$ cat src/rtl/spi_v3_pktdisasm_pkg.sv
// Shared types and sizing helpers for the SPI_v3 packet disassembler.
// Optional abort port is enabled by defining SPI_V3_PKTDISASM_ABORT_EN.
package spi_v3_pktdisasm_pkg;

    typedef enum logic {
        IDLE = 1'b0,
        SEND = 1'b1
    } state_t;

    function automatic int num_chunks(input int nin, input int nout);
        return (nin + nout - 1) / nout;
    endfunction

    function automatic int len_bits(input int nchunks);
        return $clog2(nchunks + 1);
    endfunction

    // Chunk-select width; a single-chunk packet still needs a 1-bit select.
    function automatic int sel_bits(input int nchunks);
        return (nchunks > 1) ? $clog2(nchunks) : 1;
    endfunction

endpackage

$ cat src/rtl/spi_v3_packet_disassembler_var_if.sv
// Request/response handshake bundle for the packet disassembler.
// The abort input exists only when SPI_V3_PKTDISASM_ABORT_EN is defined.
interface spi_v3_packet_disassembler_var_if #(
    parameter int nbits_in  = 32,
    parameter int nbits_out = 8
);
    localparam int LEN_BITS = spi_v3_pktdisasm_pkg::len_bits(
                                  spi_v3_pktdisasm_pkg::num_chunks(nbits_in, nbits_out));

    logic                 req_val;
    logic                 req_rdy;
    logic [nbits_in-1:0]  req_msg;
    logic [LEN_BITS-1:0]  req_len;
    logic                 resp_val;
    logic                 resp_rdy;
    logic [nbits_out-1:0] resp_msg;
    logic                 resp_last;
`ifdef SPI_V3_PKTDISASM_ABORT_EN
    logic                 abort;
`endif

    modport slave (
        input  req_val, req_msg, req_len, resp_rdy,
`ifdef SPI_V3_PKTDISASM_ABORT_EN
        input  abort,
`endif
        output req_rdy, resp_val, resp_msg, resp_last
    );

    modport master (
        output req_val, req_msg, req_len, resp_rdy,
`ifdef SPI_V3_PKTDISASM_ABORT_EN
        output abort,
`endif
        input  req_rdy, resp_val, resp_msg, resp_last
    );

endinterface

$ cat src/rtl/spi_v3_pktdisasm_ctrl.sv
// Sequencing for the disassembler: FSM, chunk counter, latched length and handshakes.
// With SPI_V3_PKTDISASM_ABORT_EN an abort in SEND drops the rest of the packet.
module spi_v3_pktdisasm_ctrl
    import spi_v3_pktdisasm_pkg::*;
#(
    parameter int NUM_CHUNKS = 4,
    parameter int LEN_BITS   = 3,
    parameter int SEL_BITS   = 2,
    parameter int MSB_FIRST  = 1
) (
    input  logic                clk,
    input  logic                reset,
    input  logic                req_val,
    input  logic                resp_rdy,
    input  logic [LEN_BITS-1:0] req_len,
`ifdef SPI_V3_PKTDISASM_ABORT_EN
    input  logic                abort,
`endif
    output logic                req_rdy,
    output logic                resp_val,
    output logic                resp_last,
    output logic                accept,
    output logic [SEL_BITS-1:0] sel
);
    localparam logic [LEN_BITS-1:0] NUM_L = LEN_BITS'(NUM_CHUNKS);

    state_t              state_q, state_d;
    logic [LEN_BITS-1:0] k_q, k_d;
    logic [LEN_BITS-1:0] len_q, len_d;
    logic [LEN_BITS-1:0] len_sat;
    logic                fire;
    logic                abort_act;

    always_comb begin
        resp_val  = (state_q == SEND);
        resp_last = resp_val && (k_q == LEN_BITS'(len_q - 1'b1));
        fire      = resp_val && resp_rdy;
`ifdef SPI_V3_PKTDISASM_ABORT_EN
        abort_act = abort && (state_q == SEND);
`else
        abort_act = 1'b0;
`endif
        // Ready early on the last fire so the next packet follows without a bubble.
        req_rdy = ((state_q == IDLE) || (fire && resp_last)) && !abort_act;
        accept  = req_val && req_rdy;
        len_sat = ((req_len == '0) || (req_len > NUM_L)) ? NUM_L : req_len;

        state_d = state_q;
        k_d     = k_q;
        len_d   = len_q;
        if (accept) begin
            state_d = SEND;
            k_d     = '0;
            len_d   = len_sat;
        end else if (abort_act) begin
            state_d = IDLE;
            k_d     = '0;
        end else if (fire) begin
            if (resp_last) begin
                state_d = IDLE;
                k_d     = '0;
            end else begin
                k_d = k_q + 1'b1;
            end
        end

        if (MSB_FIRST != 0) begin
            sel = SEL_BITS'(len_q - k_q - 1'b1);
        end else begin
            sel = SEL_BITS'(k_q);
        end
    end

    always_ff @(posedge clk or posedge reset) begin
        if (reset) begin
            state_q <= IDLE;
            k_q     <= '0;
            len_q   <= '0;
        end else begin
            state_q <= state_d;
            k_q     <= k_d;
            len_q   <= len_d;
        end
    end

endmodule

$ cat src/rtl/spi_v3_packet_disassembler_var.sv
// Splits one nbits_in packet into up to NUM_CHUNKS nbits_out chunks, MSB- or LSB-first.
// Define SPI_V3_PKTDISASM_ABORT_EN to add the abort input on the interface.
module spi_v3_packet_disassembler_var
    import spi_v3_pktdisasm_pkg::*;
#(
    parameter int nbits_in  = 32,
    parameter int nbits_out = 8,
    parameter int MSB_FIRST = 1
) (
    input  logic                             clk,
    input  logic                             reset,
    spi_v3_packet_disassembler_var_if.slave  io
);
    localparam int NUM_CHUNKS = num_chunks(nbits_in, nbits_out);
    localparam int LEN_BITS   = len_bits(NUM_CHUNKS);
    localparam int SEL_BITS   = sel_bits(NUM_CHUNKS);
    localparam int MUX_N      = 2 ** SEL_BITS;
    localparam int MSG_W      = NUM_CHUNKS * nbits_out;

    logic                               accept;
    logic                               resp_val;
    logic [SEL_BITS-1:0]                sel;
    logic [MSG_W-1:0]                   msg_ext;
    logic [MUX_N-1:0][nbits_out-1:0]    mux_in;

    // Zero-extends the top chunk when nbits_in is not a multiple of nbits_out.
    assign msg_ext = MSG_W'(io.req_msg);

    spi_v3_pktdisasm_ctrl #(
        .NUM_CHUNKS (NUM_CHUNKS),
        .LEN_BITS   (LEN_BITS),
        .SEL_BITS   (SEL_BITS),
        .MSB_FIRST  (MSB_FIRST)
    ) u_ctrl (
        .clk       (clk),
        .reset     (reset),
        .req_val   (io.req_val),
        .resp_rdy  (io.resp_rdy),
        .req_len   (io.req_len),
`ifdef SPI_V3_PKTDISASM_ABORT_EN
        .abort     (io.abort),
`endif
        .req_rdy   (io.req_rdy),
        .resp_val  (resp_val),
        .resp_last (io.resp_last),
        .accept    (accept),
        .sel       (sel)
    );

    for (genvar gi = 0; gi < MUX_N; gi++) begin : g_chunk
        if (gi < NUM_CHUNKS) begin : g_used
            logic [nbits_out-1:0] chunk_q, chunk_d;

            always_comb begin
                chunk_d = chunk_q;
                if (accept) begin
                    chunk_d = msg_ext[gi*nbits_out +: nbits_out];
                end
            end

            always_ff @(posedge clk or posedge reset) begin
                if (reset) begin
                    chunk_q <= '0;
                end else begin
                    chunk_q <= chunk_d;
                end
            end

            assign mux_in[gi] = chunk_q;
        end else begin : g_pad
            // Unreachable select codes read as zero.
            assign mux_in[gi] = '0;
        end
    end

    assign io.resp_val = resp_val;
    assign io.resp_msg = resp_val ? mux_in[sel] : '0;

endmodule

$ cat src/flat_wrapper.sv
// flat-port wrapper written by rule: the top's interface ports become plain ports
module spi_v3_packet_disassembler_var_flat import spi_v3_pktdisasm_pkg::*;
#(
    parameter int nbits_in  = 32,
    parameter int nbits_out = 8,
    parameter int MSB_FIRST = 1
)
  (clk, reset, io_req_val, io_req_msg, io_req_len, io_resp_rdy, io_req_rdy, io_resp_val, io_resp_msg, io_resp_last);
  spi_v3_packet_disassembler_var_if #(.nbits_in(nbits_in), .nbits_out(nbits_out)) io_i ();
  input  logic clk;
  input  logic reset;
  input wire logic [$bits(io_i.req_val)-1:0] io_req_val;
  input wire logic [$bits(io_i.req_msg)-1:0] io_req_msg;
  input wire logic [$bits(io_i.req_len)-1:0] io_req_len;
  input wire logic [$bits(io_i.resp_rdy)-1:0] io_resp_rdy;
  output wire logic [$bits(io_i.req_rdy)-1:0] io_req_rdy;
  output wire logic [$bits(io_i.resp_val)-1:0] io_resp_val;
  output wire logic [$bits(io_i.resp_msg)-1:0] io_resp_msg;
  output wire logic [$bits(io_i.resp_last)-1:0] io_resp_last;
  assign io_i.req_val = io_req_val;
  assign io_i.req_msg = io_req_msg;
  assign io_i.req_len = io_req_len;
  assign io_i.resp_rdy = io_resp_rdy;
  assign io_req_rdy = io_i.req_rdy;
  assign io_resp_val = io_i.resp_val;
  assign io_resp_msg = io_i.resp_msg;
  assign io_resp_last = io_i.resp_last;
  spi_v3_packet_disassembler_var #(.nbits_in(nbits_in), .nbits_out(nbits_out), .MSB_FIRST(MSB_FIRST)) u_core (.clk(clk), .reset(reset), .io(io_i));
endmodule
$ cat config.mk
export PLATFORM = sky130hd
export DESIGN_NAME = spi_v3_packet_disassembler_var_flat
export DESIGN_NICKNAME = d
export VERILOG_FILES = /design/src/rtl/spi_v3_pktdisasm_pkg.sv /design/src/rtl/spi_v3_packet_disassembler_var_if.sv /design/src/rtl/spi_v3_pktdisasm_ctrl.sv /design/src/rtl/spi_v3_packet_disassembler_var.sv /design/src/flat_wrapper.sv
export SDC_FILE = /design/constraint.sdc
export NUM_CORES = 1
export LEC_CHECK = 0
export BUFFER_PORTS_ARGS = -buffer_cell sky130_fd_sc_hd__buf_4
export CAP_MARGIN = 20
export CORE_ASPECT_RATIO = 0.7
export CORE_MARGIN = 10
export CORE_UTILIZATION = 40
export DETAILED_ROUTE_END_ITERATION = 10
export SYNTH_ARGS = -nofsm -noshare
export SYNTH_HDL_FRONTEND = slang
export SYNTH_SLANG_ARGS = --single-unit
$ cat constraint.sdc
create_clock -name clk -period 5.2 [get_ports clk]
set_input_delay 0.52 -clock clk [delete_from_list [all_inputs] [get_ports clk]]
set_output_delay 0.52 -clock clk [all_outputs]
set_load 0.02 [all_outputs]
==> impl_metrics.tcl <==
set metrics [dict create \
    synth.ff_latch_count 39 \
    coreArea_mm2 0.004730 \
    vdd_drop_max_mv 0.2789 \
    endpoint_kind "primary output" \
    finalCritPeriodShare_pct 57.66 \
    port_buffers 49 \
    wl_per_cell_um 16.73 \
    antennaDiodeCount 0 \
    maxCapViolCount 0 \
    worst_hold_slack_ns 0.3409 \
    drt_iter0_markers 40 \
    htree_levels 2 \
    leakagePower_nw 1.136 \
    outcome "completed" \
    via_count 1228 \
    yosysWarnings 0 \
    die_width_um 103.1 \
    syn_inst 132 \
    setup-tns-final_ns 0 \
    ios 50 \
    dieArea_mm2 0.008054 \
    root_buffer "clkbuf_8" \
    hold_buffers 0 \
    seq_area_frac_synth_pct 50.52 \
    netlist_top_cells_area "dfrtp_1, mux2_2, mux4_2, and2_1, ha_1" \
    dpl.hpwl_mm 3.082 \
    max_freq_ghz 0.3335 \
    post_cts_buffers 0 \
    initial_utilization_pct 40.85 \
    grt_max_degree 40 \
    synth.largest_area_cell "dfrtp_1" \
    hold_viol 0 \
    tightest_slew_ns 0.5942 \
    clk_pin_slew_ns 0.08 \
    grt_pass1_wl_mm 6.913 \
    layout-drive-gt1-share_pct 54.30 \
    wl_mm 4.066 \
    min_path_type "input pin to asynchronous set/reset pin" \
    clkSinkCount 39 \
    drtPass1Iterations 4 \
    gp_congestion 0.8137 \
    p_total_mw 1.962 \
    dp_cells 235 \
    powerDensity_mw_per_mm2 803.0 \
    ant_nets 0 \
    drc 0 \
    min_period_ns 2.998 \
    cts_buffers 5 \
    setup_ws_ns 2.202 \
    die_y_um 78.15 \
    path_max_fanout 8 \
    maxSlewHeadroom_pct 60.39 \
    cp.arrival_ns 2.48 \
    overflow 0 \
    synth.distinct_cells 27 \
    rsz0062_at_grt "false" \
    clockBufferDepth 2 \
    grt_antenna_before_repair 0 \
    place_ws_ns 2.180 \
    grt.total_usage_pct 10.99 \
    avgViaCountPerCell 5.053 \
    nNetsFinal 229 \
    setup_viol 0 \
    avgSynthCellArea_um2 14.64 \
    synth_nets 175 \
    synth_area_mm2 0.001932 \
    row_count 21 \
    instances_no_fill 243 \
    cts_tree "yes" \
    start_kind "register" \
    syn_to_final_growth_pct 26.49 \
    post_cts_resized 0 \
    yosys.area.top_type_share_pct 50.52 \
    grt_pass1_vias 1354 \
    critPathKind "register to primary output" \
    clkLatencyLatePin_ns 0.30 \
    drv_slew 0 \
    required_ns 4.68 \
    fin_skew_ns 0.009439 \
]
[per-stage QoR]
step	instance area, µm²	util (%)
global route	2444	51.67
floorplan	1932	-
global placement	2345	49.58
finish	2444	51.67
detailed placement	2345	49.58
CTS	2432	51.43
[layout make-up]
cell class / instances / area, µm²
clock buffers: 6 / 82.58
clock inverters: 1 / 5.005
fillers: 422 / 2286
inverters: 8 / 30.03
multi-input cells: 80 / 884.6
flip-flops and latches: 39 / 975.9
well taps: 57 / 71.32
repair buffers: 52 / 394.1
[cells by family after synthesis]
kind of cell               after synthesis  share of synthesized area (%)
muxes                                   43                          29.53
DFF                                     39                          50.52
and+or+nand+nor                         22                          6.865
buffers and inverters                   13                          3.691
AOI/OAI and AO/OA                        8                          3.886
adders and majority gates                4                          2.591
xor gates and xnor gates                 3                          2.914
[synthesized netlist by cell type]
master and n:
clkbuf_1 1, buf_1 1, dfrtp_1 39, o31ai_1 2, mux4_2 8, nor3_1 1, xor3_2 1, xnor2_1 1
mux2_2 31, mux2_1 1, ha_1 4, xnor3_1 1, o32ai_1 1, inv_1 8, and2_1 9, o21ai_0 3
buf_6 3, or2_2 1, nand2b_1 4, o41ai_4 1, and3b_1 1, nor2b_1 1, o41ai_1 1, mux2i_1 3
nor2_1 1, nand2_1 3, and4b_1 1
[critical path, stage by stage (launching register included)]
cell and delay (ns):
dfrtp_1 0.40, inv_1 0.06, ha_1 0.20, xnor3_1 0.60, mux4_2 0.58, and2_1 0.19
buf_4 0.16
[flip-flops by register name, indices dropped and copies added, names as in the netlist]
register                       count
u_core.u_ctrl.k_q                  3
u_core.g_chunk.g_used.chunk_q     32
u_core.u_ctrl.len_q                3
u_core.u_ctrl.resp_val             1
[where the power goes]
| part | internal (mW) | switching (mW) | leakage (nW) | total [mW] |
|---|---|---|---|---|
| Combinational | 0.661 | 0.541 | 0.624 | 1.20 |
| Clock | 0.104 | 0.103 | 0.0470 | 0.207 |
| Sequential | 0.459 | 0.0938 | 0.465 | 0.553 |
[metal layers]
metal	routed length, µm	track usage, %
met1	1822	13.76
met2	1753	15.79
met3	444	6.387
met4	45	2.909
met5	0	0
[placed cells by master, fill, tap and decap left out, drive strengths merged, types with 2 or more instances in the layout]
cell type / n
and2: 9
buf: 52
clkbuf: 6
dfrtp: 39
ha: 4
inv: 8
mux2: 32
mux2i: 3
mux4: 8
nand2: 3
nand2b: 4
o21ai: 3
o31ai: 2
o41ai: 2
[final timing paths]
path                                                       endpoint  slack, ns                           startpoint  cells after the start
worst max-delay path                                 io_resp_msg[0]       2.20                 u_core.u_ctrl.k_q[0]                      6
worst min-delay path            u_core.g_chunk[1].g_used.chunk_q[7]       0.34                                reset                      3
worst max register to register  u_core.g_chunk[1].g_used.chunk_q[7]       2.68                 u_core.u_ctrl.k_q[0]                      6
worst min register to register  u_core.g_chunk[0].g_used.chunk_q[2]       0.50  u_core.g_chunk[0].g_used.chunk_q[2]                      1
max in group asynchronous       u_core.g_chunk[1].g_used.chunk_q[3]       4.51                                reset                      3
min in group clk                u_core.g_chunk[0].g_used.chunk_q[2]       0.44                        io_req_msg[2]                      2
Power figures use the tool's default switching activity.
